--- src/rtl/xintf_bus_bridge.sv ---
// xintf_bus_bridge: DSP-side port of the XINTF dual-port BRAM pair.
// Brings the asynchronous C28x XINTF strobes, address and data into i_clk
// through one shared 2-FF pipeline, serves DSP reads from the FPGA->DSP RAM
// and commits DSP writes into the DSP->FPGA RAM. All outputs are registered.
//
// Handshake: there is no valid/ready pair here; one DSP strobe assertion
// (cs_n low with exactly one of rd_n/we_n low) is one access. The FSM only
// accepts a new access from IDLE, and only after the strobes have been seen
// inactive (after reset, and naturally via WAIT_END otherwise).
//
// Optional feature: define XINTF_TIMEOUT_EN to bound how long WAIT_END may
// hold the bus; without it, o_err[2] is constant 0 and WAIT_END waits forever.
module xintf_bus_bridge #(
    parameter int LAST_RX_ADDR = 10,
    parameter int TIMEOUT_CYC  = 1023
) (
    input  logic        i_clk,
    input  logic        i_rst,
    input  logic        i_xintf_cs_n,
    input  logic        i_xintf_rd_n,
    input  logic        i_xintf_we_n,
    input  logic [9:0]  i_xintf_addr,
    input  logic [15:0] i_xintf_data,
    output logic [15:0] o_xintf_data,
    output logic        o_xintf_data_oe,
    output logic [8:0]  o_tx_ram_addr,
    output logic        o_tx_ram_ce,
    input  logic [15:0] i_tx_ram_dout,
    output logic [8:0]  o_rx_ram_addr,
    output logic [15:0] o_rx_ram_din,
    output logic        o_rx_ram_ce,
    output logic        o_rx_ram_we,
    output logic        o_rx_frame_done,
    output logic [15:0] o_rd_cnt,
    output logic [15:0] o_wr_cnt,
    output logic [2:0]  o_err,
    input  logic        i_err_clr
);

    localparam logic [8:0] LAST_ADDR9 = 9'(LAST_RX_ADDR);

    typedef enum logic [2:0] {
        S_IDLE      = 3'd0,
        S_RD_FETCH  = 3'd1,
        S_RD_LATCH  = 3'd2,
        S_WR_COMMIT = 3'd3,
        S_WAIT_END  = 3'd4
    } state_t;

    state_t state;
    state_t state_nxt;

    // Synchroniser stages: *_m is the metastability stage, *_s the usable one.
    logic        cs_m, rd_m, we_m;
    logic [9:0]  addr_m;
    logic [15:0] data_m;
    logic        cs_s, rd_s, we_s;
    logic [9:0]  addr_s;
    logic [15:0] data_s;

    // Re-arm tracking after reset.
    logic [1:0]  fill;
    logic        armed;

    // Decode of the synchronised strobes.
    logic        released;
    logic        dec_rd_tx, dec_rd_rx, dec_wr_rx, dec_wr_tx, dec_both;
    logic        to_hit;

    // Read-region memory: set when the current read targets the RX region.
    logic        rd_zero;

    // Next values of the registered outputs.
    logic [15:0] data_nxt;
    logic        oe_nxt;
    logic [8:0]  tx_addr_nxt;
    logic        tx_ce_nxt;
    logic [8:0]  rx_addr_nxt;
    logic [15:0] rx_din_nxt;
    logic        rx_we_nxt;
    logic        frame_nxt;
    logic [15:0] rd_cnt_nxt;
    logic [15:0] wr_cnt_nxt;
    logic [2:0]  err_set;
    logic [2:0]  err_nxt;
    logic        rd_zero_nxt;

    // Two-flop synchroniser shared by strobes, address and data so that all
    // stage-2 values describe the same pin sample.
    always_ff @(posedge i_clk) begin
        if (i_rst) begin
            cs_m   <= 1'b1;
            rd_m   <= 1'b1;
            we_m   <= 1'b1;
            addr_m <= '0;
            data_m <= '0;
            cs_s   <= 1'b1;
            rd_s   <= 1'b1;
            we_s   <= 1'b1;
            addr_s <= '0;
            data_s <= '0;
        end else begin
            cs_m   <= i_xintf_cs_n;
            rd_m   <= i_xintf_rd_n;
            we_m   <= i_xintf_we_n;
            addr_m <= i_xintf_addr;
            data_m <= i_xintf_data;
            cs_s   <= cs_m;
            rd_s   <= rd_m;
            we_s   <= we_m;
            addr_s <= addr_m;
            data_s <= data_m;
        end
    end

    // Arm only once the synchroniser carries real pin samples again and
    // those samples show the strobes inactive; a strobe held through reset
    // therefore cannot start a new access.
    always_ff @(posedge i_clk) begin
        if (i_rst) begin
            fill  <= 2'd0;
            armed <= 1'b0;
        end else begin
            if (fill != 2'd2) begin
                fill <= fill + 2'd1;
            end
            if ((fill == 2'd2) && released) begin
                armed <= 1'b1;
            end
        end
    end

    assign released  = cs_s | (rd_s & we_s);
    assign dec_rd_tx = armed && (state == S_IDLE) && !cs_s && !rd_s &&  we_s && !addr_s[9];
    assign dec_rd_rx = armed && (state == S_IDLE) && !cs_s && !rd_s &&  we_s &&  addr_s[9];
    assign dec_wr_rx = armed && (state == S_IDLE) && !cs_s &&  rd_s && !we_s &&  addr_s[9];
    assign dec_wr_tx = armed && (state == S_IDLE) && !cs_s &&  rd_s && !we_s && !addr_s[9];
    assign dec_both  = armed && (state == S_IDLE) && !cs_s && !rd_s && !we_s;

`ifdef XINTF_TIMEOUT_EN
    localparam int TO_W = (TIMEOUT_CYC > 1) ? $clog2(TIMEOUT_CYC) : 1;
    localparam logic [TO_W-1:0] TO_LAST = TO_W'(TIMEOUT_CYC - 1);

    logic [TO_W-1:0] to_cnt;

    // Count cycles spent in WAIT_END; saturates so the timeout stays asserted
    // until the DSP finally releases the strobes.
    always_ff @(posedge i_clk) begin
        if (i_rst || (state != S_WAIT_END)) begin
            to_cnt <= '0;
        end else if (to_cnt != TO_LAST) begin
            to_cnt <= to_cnt + 1'b1;
        end
    end

    assign to_hit = (state == S_WAIT_END) && !released && (to_cnt == TO_LAST);
`else
    assign to_hit = 1'b0;
`endif

    // FSM state register.
    always_ff @(posedge i_clk) begin
        if (i_rst) begin
            state <= S_IDLE;
        end else begin
            state <= state_nxt;
        end
    end

    // FSM next-state decode.
    always_comb begin
        state_nxt = state;
        case (state)
            S_IDLE: begin
                if (dec_rd_tx) begin
                    state_nxt = S_RD_FETCH;
                end else if (dec_rd_rx) begin
                    state_nxt = S_RD_LATCH;
                end else if (dec_wr_rx) begin
                    state_nxt = S_WR_COMMIT;
                end else if (dec_wr_tx || dec_both) begin
                    state_nxt = S_WAIT_END;
                end
            end
            S_RD_FETCH:  state_nxt = S_RD_LATCH;
            S_RD_LATCH:  state_nxt = S_WAIT_END;
            S_WR_COMMIT: state_nxt = S_WAIT_END;
            S_WAIT_END: begin
                if (released) begin
                    state_nxt = S_IDLE;
                end
            end
            default:     state_nxt = S_IDLE;
        endcase
    end

    // FSM output decode: next values for every registered output.
    always_comb begin
        tx_ce_nxt   = dec_rd_tx;
        tx_addr_nxt = dec_rd_tx ? addr_s[8:0] : o_tx_ram_addr;
        rx_we_nxt   = dec_wr_rx;
        rx_addr_nxt = dec_wr_rx ? addr_s[8:0] : o_rx_ram_addr;
        rx_din_nxt  = dec_wr_rx ? data_s : o_rx_ram_din;
        frame_nxt   = (state == S_WR_COMMIT) && (o_rx_ram_addr == LAST_ADDR9);

        rd_zero_nxt = rd_zero;
        if (dec_rd_rx) begin
            rd_zero_nxt = 1'b1;
        end else if (dec_rd_tx) begin
            rd_zero_nxt = 1'b0;
        end

        data_nxt   = o_xintf_data;
        oe_nxt     = o_xintf_data_oe;
        rd_cnt_nxt = o_rd_cnt;
        wr_cnt_nxt = o_wr_cnt;

        if (state == S_RD_LATCH) begin
            data_nxt   = rd_zero ? 16'h0000 : i_tx_ram_dout;
            oe_nxt     = 1'b1;
            rd_cnt_nxt = o_rd_cnt + 16'd1;
        end
        if ((state == S_WAIT_END) && (released || to_hit)) begin
            oe_nxt = 1'b0;
        end
        if (state == S_WR_COMMIT) begin
            wr_cnt_nxt = o_wr_cnt + 16'd1;
        end

        // A set in the same cycle as a clear wins.
        err_set = {to_hit, dec_rd_rx | dec_wr_tx, dec_both};
        err_nxt = (i_err_clr ? 3'b000 : o_err) | err_set;
    end

    // Output registers.
    always_ff @(posedge i_clk) begin
        if (i_rst) begin
            o_xintf_data    <= '0;
            o_xintf_data_oe <= 1'b0;
            o_tx_ram_addr   <= '0;
            o_tx_ram_ce     <= 1'b0;
            o_rx_ram_addr   <= '0;
            o_rx_ram_din    <= '0;
            o_rx_ram_ce     <= 1'b0;
            o_rx_ram_we     <= 1'b0;
            o_rx_frame_done <= 1'b0;
            o_rd_cnt        <= '0;
            o_wr_cnt        <= '0;
            o_err           <= '0;
            rd_zero         <= 1'b0;
        end else begin
            o_xintf_data    <= data_nxt;
            o_xintf_data_oe <= oe_nxt;
            o_tx_ram_addr   <= tx_addr_nxt;
            o_tx_ram_ce     <= tx_ce_nxt;
            o_rx_ram_addr   <= rx_addr_nxt;
            o_rx_ram_din    <= rx_din_nxt;
            o_rx_ram_ce     <= rx_we_nxt;
            o_rx_ram_we     <= rx_we_nxt;
            o_rx_frame_done <= frame_nxt;
            o_rd_cnt        <= rd_cnt_nxt;
            o_wr_cnt        <= wr_cnt_nxt;
            o_err           <= err_nxt;
            rd_zero         <= rd_zero_nxt;
        end
    end

endmodule

--- config.mk ---
export PLATFORM = sky130hd
export DESIGN_NAME = xintf_bus_bridge
export DESIGN_NICKNAME = d
export VERILOG_FILES = /design/src/rtl/xintf_bus_bridge.sv
export SDC_FILE = /design/constraint.sdc
export NUM_CORES = 1
export LEC_CHECK = 0
export ABC_CLOCK_PERIOD_IN_PS = 2700
export CORE_ASPECT_RATIO = 1.2
export CORE_MARGIN = 3
export CORE_UTILIZATION = 48
export DETAILED_ROUTE_END_ITERATION = 10
export GPL_ROUTABILITY_DRIVEN = 0
export MAX_ROUTING_LAYER = met4
export PLACE_DENSITY = 0.85
export SLEW_MARGIN = 20
export SYNTH_ARGS = -nofsm -noshare
export SYNTH_HDL_FRONTEND = slang
export SYNTH_SLANG_ARGS = --single-unit
--- constraint.sdc ---
create_clock -name i_clk -period 2.7 [get_ports i_clk]
set_input_delay 0.54 -clock i_clk [delete_from_list [all_inputs] [get_ports i_clk]]
set_output_delay 0.54 -clock i_clk [all_outputs]
set_load 0.1 [all_outputs]
==> reports/qor.txt <==
worst slew pin tran: 0.832 ns
Worst R2R Path Depth: 5
RSZ-0062 raised after global routing: no
Mapped Area: 5430 um^2
Setup Skew: 0.00905 ns
Area Overhead vs Synth: 33.4%
Nets: 756
post-DP HPWL: 8.04 mm
Peak supply drop: 523 uV
Starting Density: 50.4%
vias in the first global route: 4066
CTS Hold Bufs: 0
TritonCTS buffer count: 17
Antenna Cells: 0
DR vias: 4313
largest net degree at the start of global routing: 85
register area share after synthesis: 56.4%
DR iter-0 viols: 139
clk_lat worst skew: 0.41 ns
Commonest cells post-synth: dfxtp_1 (153), nand2_1 (82), nor2b_1 (61)
Leak Pwr: 0.00282 uW
Worst Setup SP: state[1]
Rel. slew slack: 44.5%
residual DRC count: 0
final worst-path cycle share: 77.5%
Post-Syn Instances: 577
deepest clock path buffer count: 2
number of synthesized flops with an enable pin: 0
Max Cap Violations: 0
RR Endpoint: o_rd_cnt[15]
Max Freq: 0.478 GHz
WL per Instance: 13.8 um
Clk pin slew, worst setup/hold paths: 0.06 ns
Die X: 103 um
Ys Warns: 0
top cell type's share of synthesized area: 56.4%
top cells by area, synth: dfxtp_1 (56%), nor2b_1 (7.0%), nand2_1 (5.7%), a21oi_1 (5.4%), nor2_1 (3.2%)
final critical-path required period: 2.09 ns
total wire length: 11.7 mm
initial antenna violation count: 0
Synth Flop Type: dfxtp_1
Slew Viols, Final: 0
H-tree depth: 4
startpoint types: flip-flop
share of cells above drive strength 1: 20.3%
area of the die: 12600 um^2
GRT Util Overall: 19.3%
cell row count: 41
Post-CTS Setup Inserts: 0
sequential cell area: 3060 um^2
WHS: 0.410 ns
Final Setup Violations: 0
RR Startpoint: state[1]
DRT antenna net count: 0
Setup crit end: o_rd_cnt[15]
Die Span Y: 123 um
multi-input logic area: 2190 um^2
first-pass GRT wire length: 18.7 mm
Via density: 5.09
asr flop ratio synth: 0%
type of the tightest min-delay check: reg -> reg
CP endpoint kind: flip-flop
FF+latch count, synth: 153
WP data arrival: 2.40 ns
total grt overflow: 0
Sink Count: 153
Ports: 138
Hold Fails Final Rpt: 0
setup slack, reg-to-reg: 0.61 ns
CP max FO: 26
Post-CTS Resized: 0
syn_nets: 628
Cell Pwr Density: 675 nW/um^2
number of detailed-route iterations in the first pass: 4
FILL cells: 839
worst endpoint required time: 3.00 ns
status: finished, final reports clean
Sum Neg Setup Slack: 0 ns
Yosys top cell by area: dfxtp_1
root buffer cell: clkbuf_16
Setup CP Type: reg -> reg
core box area: 10800 um^2
syn avg cell area: 9.41 um^2
CTS tree: yes
distinct cell type count of the synthesized netlist: 46
PortBufs: 136
count leader, synth: dfxtp_1
[layer usage]
layer / routed length (um) / global-route usage (%) / vias up
met2: 5920 / 32.3 / 128
met3: 773 / 7.28 / 16
met5: 0 / - / -
li1: - / - / 2177
met4: 172 / 5.99 / 0
met1: 4800 / 21.2 / 1992
[how the worst min path moves through the flow]
| stage | from | endpoint | slack [ns] | cells past startpoint |
|---|---|---|---|---|
| floorplan | cs_m | cs_s | 0.39 | 1 |
| global placement | rd_m | rd_s | 0.40 | 1 |
| detailed placement | we_m | we_s | 0.40 | 1 |
| CTS | we_m | we_s | 0.41 | 1 |
| global route | we_m | we_s | 0.42 | 1 |
| finish | rd_m | rd_s | 0.41 | 1 |
[cells in the final DEF, fill, tap and decap left out, types with 11 or more instances in the layout]
cell | synthesis | layout
clkbuf_16 | 0 | 17
nand3_1 | 11 | 11
nand3b_1 | 17 | 17
nor2_1 | 47 | 47
dfxtp_1 | 153 | 153
nor2b_1 | 61 | 61
clkdlybuf4s50_1 | 0 | 46
xnor2_1 | 14 | 14
a21oi_1 | 59 | 59
nand2_1 | 82 | 82
buf_4 | 3 | 96
[flip-flops by register name, indices dropped and copies added (netlist names), 2 cells and up]
name and cells:
data_m 16, data_s 16, o_rd_cnt 16, o_rx_ram_din 16, o_wr_cnt 16, o_xintf_data 16, addr_m 10, addr_s 10
o_rx_ram_addr 9, o_tx_ram_addr 9, state 3, fill 2, o_err 2
[critical path: stages, from the launching register on]
cell and delay (ns):
dfxtp_1 0.49, or3b_1 0.42, buf_4 0.24, nor4_4 0.39, nand3_1 0.15, mux2_2 0.28
[power breakdown]
| group | leakage, uW | total (uW) | switching, uW | internal (uW) |
|---|---|---|---|---|
| combinational | 0.00128 | 208 | 93.2 | 115 |
| clock | 0.000295 | 2340 | 1020 | 1320 |
| sequential | 0.00125 | 2340 | 25.6 | 2320 |
[cell families (layout without fill, tap and decap cells)]
kind of cell             count (synthesis)  after routing  synth area share (%)
AND/OR/NAND/NOR                        273            273                  26.6
flip-flops                             153            153                  56.4
AO/OA/AOI/OAI                           73             73                  7.26
buffers and inverters                   42            183                  3.41
XOR/XNOR                                20             20                  3.23
multiplexers                            12             12                  2.28
adder cells (fa/ha/maj)                  3              3                 0.691
other                                    1              1                0.0691
[layout make-up]
cell class / instances / share of cell area, %
well taps: 129 / 2.23
clock inverters: 15 / 2.37
inverters: 8 / 0.415
clock buffers: 17 / 5.87
flip-flops and latches: 153 / 42.3
repair buffers: 143 / 16.6
multi-input cells: 382 / 30.2
[through the flow]
| stage | setup WS [ns] | power (uW) | std cells | area [um^2] | utilization [%] |
|---|---|---|---|---|---|
| after floorplan | 0.0756 | 2510 | 577 | 5430 | - |
| after global placement | 0.699 | 2590 | 815 | 6650 | 61.7 |
| after detailed placement | 0.618 | 2600 | 815 | 6650 | 61.7 |
| after CTS | 0.605 | 4950 | 847 | 7240 | 67.2 |
| after global routing | 0.492 | 5090 | 847 | 7240 | 67.2 |
| final | 0.607 | 4890 | 847 | 7240 | 67.2 |
(Power assumes the default switching activity.)
